**src/rtl/riscv_pkg.sv**
```systemverilog
// Shared RISC-V core definitions: widths, ALU op codes and the ID/EX payload record.
package riscv_pkg;

  localparam int XLEN = 32;
  localparam int RAW  = 5;
  localparam logic [31:0] NOP_INSTR = 32'h00000013;

  typedef enum logic [3:0] {
    ALU_ADD    = 4'd0,
    ALU_SUB    = 4'd1,
    ALU_SLL    = 4'd2,
    ALU_SLT    = 4'd3,
    ALU_SLTU   = 4'd4,
    ALU_XOR    = 4'd5,
    ALU_SRL    = 4'd6,
    ALU_SRA    = 4'd7,
    ALU_OR     = 4'd8,
    ALU_AND    = 4'd9,
    ALU_LUI    = 4'd10,
    ALU_PASS_B = 4'd11
  } alu_op_e;

  typedef struct packed {
    logic [XLEN-1:0] pc;
    logic [XLEN-1:0] instr;
    logic [XLEN-1:0] imm;
    logic [XLEN-1:0] op_a;
    logic [XLEN-1:0] op_b;
    logic [XLEN-1:0] store_data;
    logic [RAW-1:0]  rd_addr;
    logic            rd_en;
    logic            mem_rd;
    logic            mem_wr;
    alu_op_e         alu_op;
  } idex_payload_t;

  // Empty slot holds a canonical NOP so EX never sees an undefined encoding.
  function automatic idex_payload_t idex_reset_payload();
    idex_payload_t p;
    p       = '0;
    p.instr = NOP_INSTR;
    return p;
  endfunction

endpackage

```
**src/rtl/idex_hazard.sv**
```systemverilog
// Load-use comparator: flags a consumer in decode that reads the rd of a load held in ID/EX.
module idex_hazard #(
  parameter int RAW = riscv_pkg::RAW
) (
  input  logic           ex_valid,
  input  logic           ex_mem_rd,
  input  logic           ex_rd_en,
  input  logic [RAW-1:0] ex_rd_addr,
  input  logic           id_valid,
  input  logic           id_rs1_en,
  input  logic           id_rs2_en,
  input  logic [RAW-1:0] id_rs1_addr,
  input  logic [RAW-1:0] id_rs2_addr,
  output logic           hazard_stall
);

  logic rs1_hit;
  logic rs2_hit;

  always_comb begin
    rs1_hit      = id_rs1_en && (id_rs1_addr == ex_rd_addr);
    rs2_hit      = id_rs2_en && (id_rs2_addr == ex_rd_addr);
    hazard_stall = ex_valid && ex_mem_rd && ex_rd_en && id_valid && (rs1_hit || rs2_hit);
  end

endmodule

```
**src/rtl/idex_stage.sv**
```systemverilog
// Decode-to-execute pipeline register with valid/ready handshake, flush and stall.
// Define IDEX_LOADUSE_EN to insert load-use bubbles here via idex_hazard.
module idex_stage
  import riscv_pkg::*;
#(
  parameter int XLEN = riscv_pkg::XLEN,
  parameter int RAW  = riscv_pkg::RAW
) (
  input  logic            clk,
  input  logic            rst,
  input  logic            id_valid,
  output logic            id_ready,
  input  logic [XLEN-1:0] id_pc,
  input  logic [XLEN-1:0] id_instr,
  input  logic [XLEN-1:0] id_imm,
  input  logic [RAW-1:0]  id_rs1_addr,
  input  logic [RAW-1:0]  id_rs2_addr,
  input  logic [RAW-1:0]  id_rd_addr,
  input  logic            id_rs1_en,
  input  logic            id_rs2_en,
  input  logic            id_rd_en,
  input  logic [3:0]      id_alu_op,
  input  logic            id_src_b_imm,
  input  logic            id_mem_rd,
  input  logic            id_mem_wr,
  input  logic [XLEN-1:0] idexreg_r_data1,
  input  logic [XLEN-1:0] idexreg_r_data2,
  input  logic            flush,
  input  logic            ex_ready,
  output logic            ex_valid,
  output logic [XLEN-1:0] ex_pc,
  output logic [XLEN-1:0] ex_instr,
  output logic [XLEN-1:0] ex_imm,
  output logic [XLEN-1:0] ex_op_a,
  output logic [XLEN-1:0] ex_op_b,
  output logic [XLEN-1:0] ex_store_data,
  output logic [RAW-1:0]  ex_rd_addr,
  output logic            ex_rd_en,
  output logic            ex_mem_rd,
  output logic            ex_mem_wr,
  output logic [3:0]      ex_alu_op,
  output logic            hazard_stall
);

  idex_payload_t pay_p0;
  idex_payload_t pay_p1;
  logic          vld_p1;
  logic          accept;
  logic          drain;

  // Decode side (p0): assemble the payload, operand B muxed here so EX gets it registered.
  always_comb begin
    pay_p0            = '0;
    pay_p0.pc         = id_pc;
    pay_p0.instr      = id_instr;
    pay_p0.imm        = id_imm;
    pay_p0.op_a       = idexreg_r_data1;
    pay_p0.op_b       = id_src_b_imm ? id_imm : idexreg_r_data2;
    pay_p0.store_data = idexreg_r_data2;
    pay_p0.rd_addr    = id_rd_addr;
    pay_p0.rd_en      = id_rd_en && (id_rd_addr != '0);
    pay_p0.mem_rd     = id_mem_rd;
    pay_p0.mem_wr     = id_mem_wr;
    pay_p0.alu_op     = alu_op_e'(id_alu_op);
  end

`ifdef IDEX_LOADUSE_EN
  idex_hazard #(.RAW(RAW)) u_hazard (
    .ex_valid     (vld_p1),
    .ex_mem_rd    (pay_p1.mem_rd),
    .ex_rd_en     (pay_p1.rd_en),
    .ex_rd_addr   (pay_p1.rd_addr),
    .id_valid     (id_valid),
    .id_rs1_en    (id_rs1_en),
    .id_rs2_en    (id_rs2_en),
    .id_rs1_addr  (id_rs1_addr),
    .id_rs2_addr  (id_rs2_addr),
    .hazard_stall (hazard_stall)
  );
`else
  // Source-register fields only feed the load-use check; here they are terminated.
  assign hazard_stall = 1'b0 & (id_rs1_en | id_rs2_en | (|id_rs1_addr) | (|id_rs2_addr));
`endif

  assign id_ready = (!vld_p1 || ex_ready) && !hazard_stall;
  assign accept   = id_valid && id_ready;
  assign drain    = vld_p1 && ex_ready;

  // Execute side (p1): flush beats accept; a stalled load drains into a bubble.
  always_ff @(posedge clk) begin
    if (rst) begin
      vld_p1 <= 1'b0;
      pay_p1 <= idex_reset_payload();
    end else if (flush) begin
      vld_p1 <= 1'b0;
    end else if (accept) begin
      vld_p1 <= 1'b1;
      pay_p1 <= pay_p0;
    end else if (drain) begin
      vld_p1 <= 1'b0;
    end
  end

  assign ex_valid      = vld_p1;
  assign ex_pc         = pay_p1.pc;
  assign ex_instr      = pay_p1.instr;
  assign ex_imm        = pay_p1.imm;
  assign ex_op_a       = pay_p1.op_a;
  assign ex_op_b       = pay_p1.op_b;
  assign ex_store_data = pay_p1.store_data;
  assign ex_rd_addr    = pay_p1.rd_addr;
  assign ex_rd_en      = pay_p1.rd_en;
  assign ex_mem_rd     = pay_p1.mem_rd;
  assign ex_mem_wr     = pay_p1.mem_wr;
  assign ex_alu_op     = pay_p1.alu_op;

endmodule

```
**config.mk**
```make
export PLATFORM = sky130hd
export DESIGN_NAME = idex_stage
export DESIGN_NICKNAME = d
export VERILOG_FILES = /design/src/rtl/riscv_pkg.sv /design/src/rtl/idex_hazard.sv /design/src/rtl/idex_stage.sv
export SDC_FILE = /design/constraint.sdc
export NUM_CORES = 1
export LEC_CHECK = 0
export ABC_AREA = 1
export BUFFER_PORTS_ARGS = -buffer_cell sky130_fd_sc_hd__buf_2
export CORE_AREA = 5 5 151 153
export CTS_CLUSTER_DIAMETER = 60
export DETAILED_ROUTE_END_ITERATION = 8
export DIE_AREA = 0 0 156 158
export PLACE_DENSITY = 0.77
export SETUP_SLACK_MARGIN = 0.4
export SLEW_MARGIN = 20
export SYNTH_ARGS = -nofsm -noshare
export SYNTH_HDL_FRONTEND = slang
export SYNTH_HIERARCHICAL = 1
export SYNTH_SLANG_ARGS = --single-unit
```
**constraint.sdc**
```tcl
create_clock -name clk -period 1.9 [get_ports clk]
set_input_delay 0.38 -clock clk [delete_from_list [all_inputs] [get_ports clk]]
set_output_delay 0.38 -clock clk [all_outputs]
set_load 0.05 [all_outputs]
```
Word level (Yosys, flattened, before mapping)
Index checks and enable logic that the tools add are counted.
{"block": "totals", "inputBits": 190, "ff_bits": 205, "elab_cells": 25, "out_inout_bits": 207}
{"block": "classes", "muxes": 3, "n_bitwise": 1, "reduce_logical": 9}
{"op": "two-way mux 32 bit", "count": 1}
{"op": "nonzero test 5 bit", "count": 1}
{"op": "logical AND 1 bit", "count": 3}
{"op": "two-way mux 1 bit", "count": 2}
{"op": "AND reduction 2 bit", "count": 1}
{"op": "nonzero test 2 bit", "count": 1}
{"op": "OR reduction 2 bit", "count": 1}
{"op": "logical NOT 1 bit", "count": 1}
{"op": "logical OR 1 bit", "count": 1}
{"op": "NOT 1 bit", "count": 1}

Longest topological paths before layout
{"block": "logic_depth", "word_depth": 4, "mapped_depth": 8, "depth_no_buf": 6}

Least setup slack after synthesis
No wires, ideal clock.
{"block": "synth_path", "path_kind": "reg2reg", "from": "register vld_p1, in the netlist ex_valid", "to": "register pay_p1, in the netlist ex_imm[0]", "n_path_buf": 2, "t_required_ns": 1.784, "period_less_slack_ns": 1.760, "path_stages_with_launch": 8, "path_slack_ns": 0.140, "setup_time_ns": 0.116, "arrival_time_ns": 1.644, "cell_sequence": "dfxtp_1 > nand2_2 > nand2_4 > clkinv_2 > buf_6 > buf_6 > nor2_1 > nor2_1"}
{"block": "synth_between", "elab_chain_cells": 4}
{"element": "start, declared", "line_no": "idex_stage.sv:47", "text": "logic vld_p1;"}
{"element": "start signal, assigned", "line_no": "idex_stage.sv:92", "text": "vld_p1 <= 1'b0;"}
{"element": "start signal, assigned", "line_no": "idex_stage.sv:95", "text": "vld_p1 <= 1'b0;"}
{"element": "start signal, assigned", "line_no": "idex_stage.sv:97", "text": "vld_p1 <= 1'b1;"}
{"element": "logical NOT 1 bit", "line_no": "idex_stage.sv:85", "text": "assign id_ready = (!vld_p1 || ex_ready) && !hazard_stall;"}
{"element": "logical OR 1 bit", "line_no": "idex_stage.sv:85"}
{"element": "via id_ready", "line_no": "idex_stage.sv:12", "text": "output logic id_ready,"}
{"element": "logical AND 1 bit", "line_no": "idex_stage.sv:86", "text": "assign accept = id_valid && id_ready;"}
{"element": "AND reduction 2 bit (no line)"}
{"element": "end signal, assigned", "line_no": "idex_stage.sv:93", "text": "pay_p1 <= idex_reset_payload();"}
{"element": "end signal, assigned", "line_no": "idex_stage.sv:98", "text": "pay_p1 <= pay_p0;"}
{"element": "end, declared", "line_no": "idex_stage.sv:46", "text": "idex_payload_t pay_p1;"}
The timed path passes the listed nets, and every way through them passes these cells.
A chain may end at the register's enable or synchronous reset.

Final worst setup path
{"block": "layout_path", "from": "register vld_p1, in the netlist ex_valid", "to": "output port ex_valid"}
{"element": "end, declared", "line_no": "idex_stage.sv:30", "text": "output logic ex_valid,"}
No word-level cell between the ends.

==> reports/summary.txt <==
==============================================================================
Effective utilization at floorplan                                      0.3544
Maximum ir drop on the vdd rail                                      0.8288 mV
Number of buffers inserted by hold repair at cts                             0
Part of the Yosys area used for sequential elements                     0.5407
Clock network power share                                                0.363
Total area of multi-input combinational cells                         2900 um2
Largest stage delay on the critical path                               0.34 ns
Critical Path AT                                                       1.10 ns
Count of input and output buffers                                          383
IO Count                                                                   397
Reg-to-reg startpoint                                             ex_valid$_SDFFE_PP0P_
Worst Clk Skew                                                      0.01085 ns
Routability cong.                                                       0.8522
Startpoint type of the worst setup path                                   flop
Number of different library cells in the post-synthesis netlist             21
Kind of end point of the critical path                            primary output
Critical-path maximum fanout                                                 2
Detail-routed net length per standard cell                            14.48 um
Ratio of final minimum period to clock period                           0.7816
Footprint of the flip-flops and latches                               4105 um2
Part of the total power dissipated in sequential elements                0.419
Hold Violations, Final                                                       0
Half-perimeter wire length after placement                            16640 um
Clock tree from TritonCTS                                                 done
Cell at the slowest stage of the critical path                    sky130_fd_sc_hd__dfxtp_2
Total Die Area                                                       24650 um2
Syn nets                                                                  1191
Summed area of non-filler cells in the final layout                  10820 um2
Final Util                                                              0.5051
Category of the critical setup timing path                        flop to primary output
Pre-Repair DR Iteration Count                                                5
Synth warn                                                                   6
Detailed-route via count                                                  7675
Final Slew Violations                                                        0
Count of antenna-violating nets left after detailed routing                  0
Total net switching power                                             3.554 mW
Comb power frac                                                          0.218
Synthesized area per cell                                            7.582 um2
Final worst path period need                                          1.485 ns
Master cell of the clock root buffer                              sky130_fd_sc_hd__clkbuf_16
Fill count                                                                2020
Buffers inserted during post-CTS setup optimization                          0
Switching Share                                                         0.3136
Path class of the lowest-slack min-delay path                     primary input to flop
Post-Synthesis Cells                                                      1001
Total clock buffers created by CTS                                          22
Vias in the first global route                                            7031
Final hold slack                                                    0.05877 ns
Count of standard-cell rows                                                 54
Count of max-cap constraint violations                                       0
CTS H-tree depth                                                             1
Number of endpoints failing setup at the final stage                         0
WP data required                                                       1.52 ns
Layout cell share with drive strength beyond 1                          0.3189
Die H                                                                   158 um
Clock sink count                                                           205
GRT Util Overall                                                        0.1718
Final routed wirelength across all metal layers                       23790 um
Standard cell core area                                              21420 um2
Top Family by Delay on Critical Path                                flip-flops
Clock transition at path regs                                          0.06 ns
GRT Residual Overflow                                                        0
Detailed-route vias per instance                                         4.671
Achievable clock frequency                                           673.4 MHz
Worst path buffer plus inverter count                                        1
Worst-path cell chain                                                    buf_2
Buffers from clock root to sink, at most                                     3
First-pass GRT wire length                                            35130 um
Pin count of the biggest net entering global routing                        78
Total standard cell area after synthesis                              7590 um2
RSZ-0062 raised after global routing                                      true
Power density over cell area                                       1047 nW/um2
Area post-placement                                                   9627 um2
Internal Dissipation                                                  7.777 mW
Sum Neg Setup Slack                                                       0 ns
Worst min-delay path startpoint                                          flush
Critical path startpoint                                          ex_valid$_SDFFE_PP0P_
Syn-to-layout area delta                                                42.55%
Clock latency on the worst-skew pair                                   0.50 ns
Post-route DRC violation count                                               0
Synth Register Bits                                                        205
Violation count after the first detailed-route iteration                   495
Total Nets Final                                                          1536
Run status                                                           completed
Leakage power of the design                                           5.136 nW
Initial antenna violation count                                              2
Floorplan die width                                                     156 um
==============================================================================
[logic make-up (layout without fill, tap and decap cells)]
group           Yosys count  count (layout)  synth area share
compound gates          234             234            0.1546
simple gates            450             450            0.2252
other cells               1               3         0.0004941
flops                   205             205            0.5407
buf+inv                 111             471           0.07896
[stage by stage]
stage               cells  setup WS [ns]  total power [mW]
finish               1643         0.4150             11.33
global route         1643         0.3674             11.84
CTS                  1640         0.3524             11.34
detailed placement   1601         0.1791             7.160
global placement     1601         0.2380             7.125
floorplan            1001         0.4719             6.513
[what timing repair did]
item                                    in CTS  in global routing
endpoints found under the setup margin      51                192
pin swaps                                    0                  1
cloned                                       0                  1
resized for setup                           50                128
[cells in the final DEF (no fill, tap or decap)]
cell type / netlist / routed
sky130_fd_sc_hd__buf_12: 0 / 9
sky130_fd_sc_hd__clkinv_4: 0 / 1
sky130_fd_sc_hd__a211oi_1: 1 / 1
sky130_fd_sc_hd__clkbuf_4: 0 / 117
sky130_fd_sc_hd__dfxtp_2: 0 / 1
sky130_fd_sc_hd__conb_1: 1 / 1
sky130_fd_sc_hd__buf_8: 0 / 1
sky130_fd_sc_hd__inv_4: 0 / 1
sky130_fd_sc_hd__clkbuf_16: 0 / 24
sky130_fd_sc_hd__nand3b_1: 1 / 1
sky130_fd_sc_hd__nand2_8: 0 / 1
sky130_fd_sc_hd__inv_1: 35 / 34
sky130_fd_sc_hd__nand2_4: 1 / 1
sky130_fd_sc_hd__clkinv_1: 1 / 1
sky130_fd_sc_hd__nor2_2: 1 / 1
sky130_fd_sc_hd__buf_2: 18 / 215
sky130_fd_sc_hd__nand2_1: 41 / 41
sky130_fd_sc_hd__nand3_1: 3 / 3
sky130_fd_sc_hd__buf_16: 0 / 1
sky130_fd_sc_hd__o21ai_1: 43 / 43
sky130_fd_sc_hd__o21ai_0: 189 / 189
sky130_fd_sc_hd__nor2_1: 402 / 402
sky130_fd_sc_hd__dfxtp_1: 205 / 204
sky130_fd_sc_hd__clkinv_2: 1 / 3
sky130_fd_sc_hd__inv_6: 0 / 1
sky130_fd_sc_hd__buf_4: 4 / 45
sky130_fd_sc_hd__clkbuf_1: 27 / 6
sky130_fd_sc_hd__buf_6: 18 / 6
sky130_fd_sc_hd__a21oi_1: 1 / 1
sky130_fd_sc_hd__diode_2: 0 / 2
sky130_fd_sc_hd__clkbuf_8: 0 / 6
[state kept, by name, indices dropped and copies added, names as in the netlist]
| signal | count |
|---|---|
| ex_imm | 32 |
| ex_instr | 32 |
| ex_op_a | 32 |
| ex_op_b | 32 |
| ex_pc | 32 |
| ex_store_data | 32 |
| ex_rd_addr | 5 |
| ex_alu_op | 4 |
| ex_mem_rd | 1 |
| ex_mem_wr | 1 |
| ex_rd_en | 1 |
| ex_valid | 1 |
[final timing paths]
check	slack (ns)	endpoint	cells past startpoint
worst max-delay path	0.42	ex_valid	1
worst min-delay path	0.06	ex_valid$_SDFFE_PP0P_	2
worst max register to register	0.48	ex_imm[14]$_SDFFE_PP0P_	6
worst min register to register	0.48	ex_instr[31]$_SDFFE_PP0P_	2
[cell usage after synthesis, drive strengths merged]
cell type | number | share of area
nand2 | 43 | 0.023
nand3 | 3 | 0.0020
a21oi | 1 | 0.00066
nor2 | 403 | 0.20
inv | 35 | 0.017
a211oi | 1 | 0.00099
conb | 1 | 0.00049
clkbuf | 34 | 0.018
nand3b | 1 | 0.00099
o21ai | 232 | 0.15
dfxtp | 205 | 0.54
buf | 40 | 0.043
clkinv | 2 | 0.0012
[power by group through the flow]
| stage | clock (mW) | sequential (mW) | combinational (mW) |
|---|---|---|---|
| floorplan | 0 | 5.86 | 0.657 |
| global placement | 0 | 4.81 | 2.31 |
| CTS | 4.22 | 4.74 | 2.38 |
| detailed placement | 0 | 4.83 | 2.33 |
| global route | 4.42 | 4.78 | 2.64 |
| finish | 4.12 | 4.75 | 2.47 |
[area by class of cell]
class | count | area share
Clock buffer | 35 | 0.06291
Inverter | 37 | 0.01353
Sequential cell | 205 | 0.3794
Multi-Input combinational cell | 685 | 0.2681
Tap cell | 280 | 0.03238
Antenna cell | 2 | 0.0004626
Timing Repair Buffer | 395 | 0.2410
Clock inverter | 4 | 0.002197
[metal layers]
layer,track usage,share of wire
met5,0,0
met4,0.06336,0.029
met3,0.06014,0.11
met2,0.2971,0.48
met1,0.1963,0.38
(Power assumes the default switching activity.)
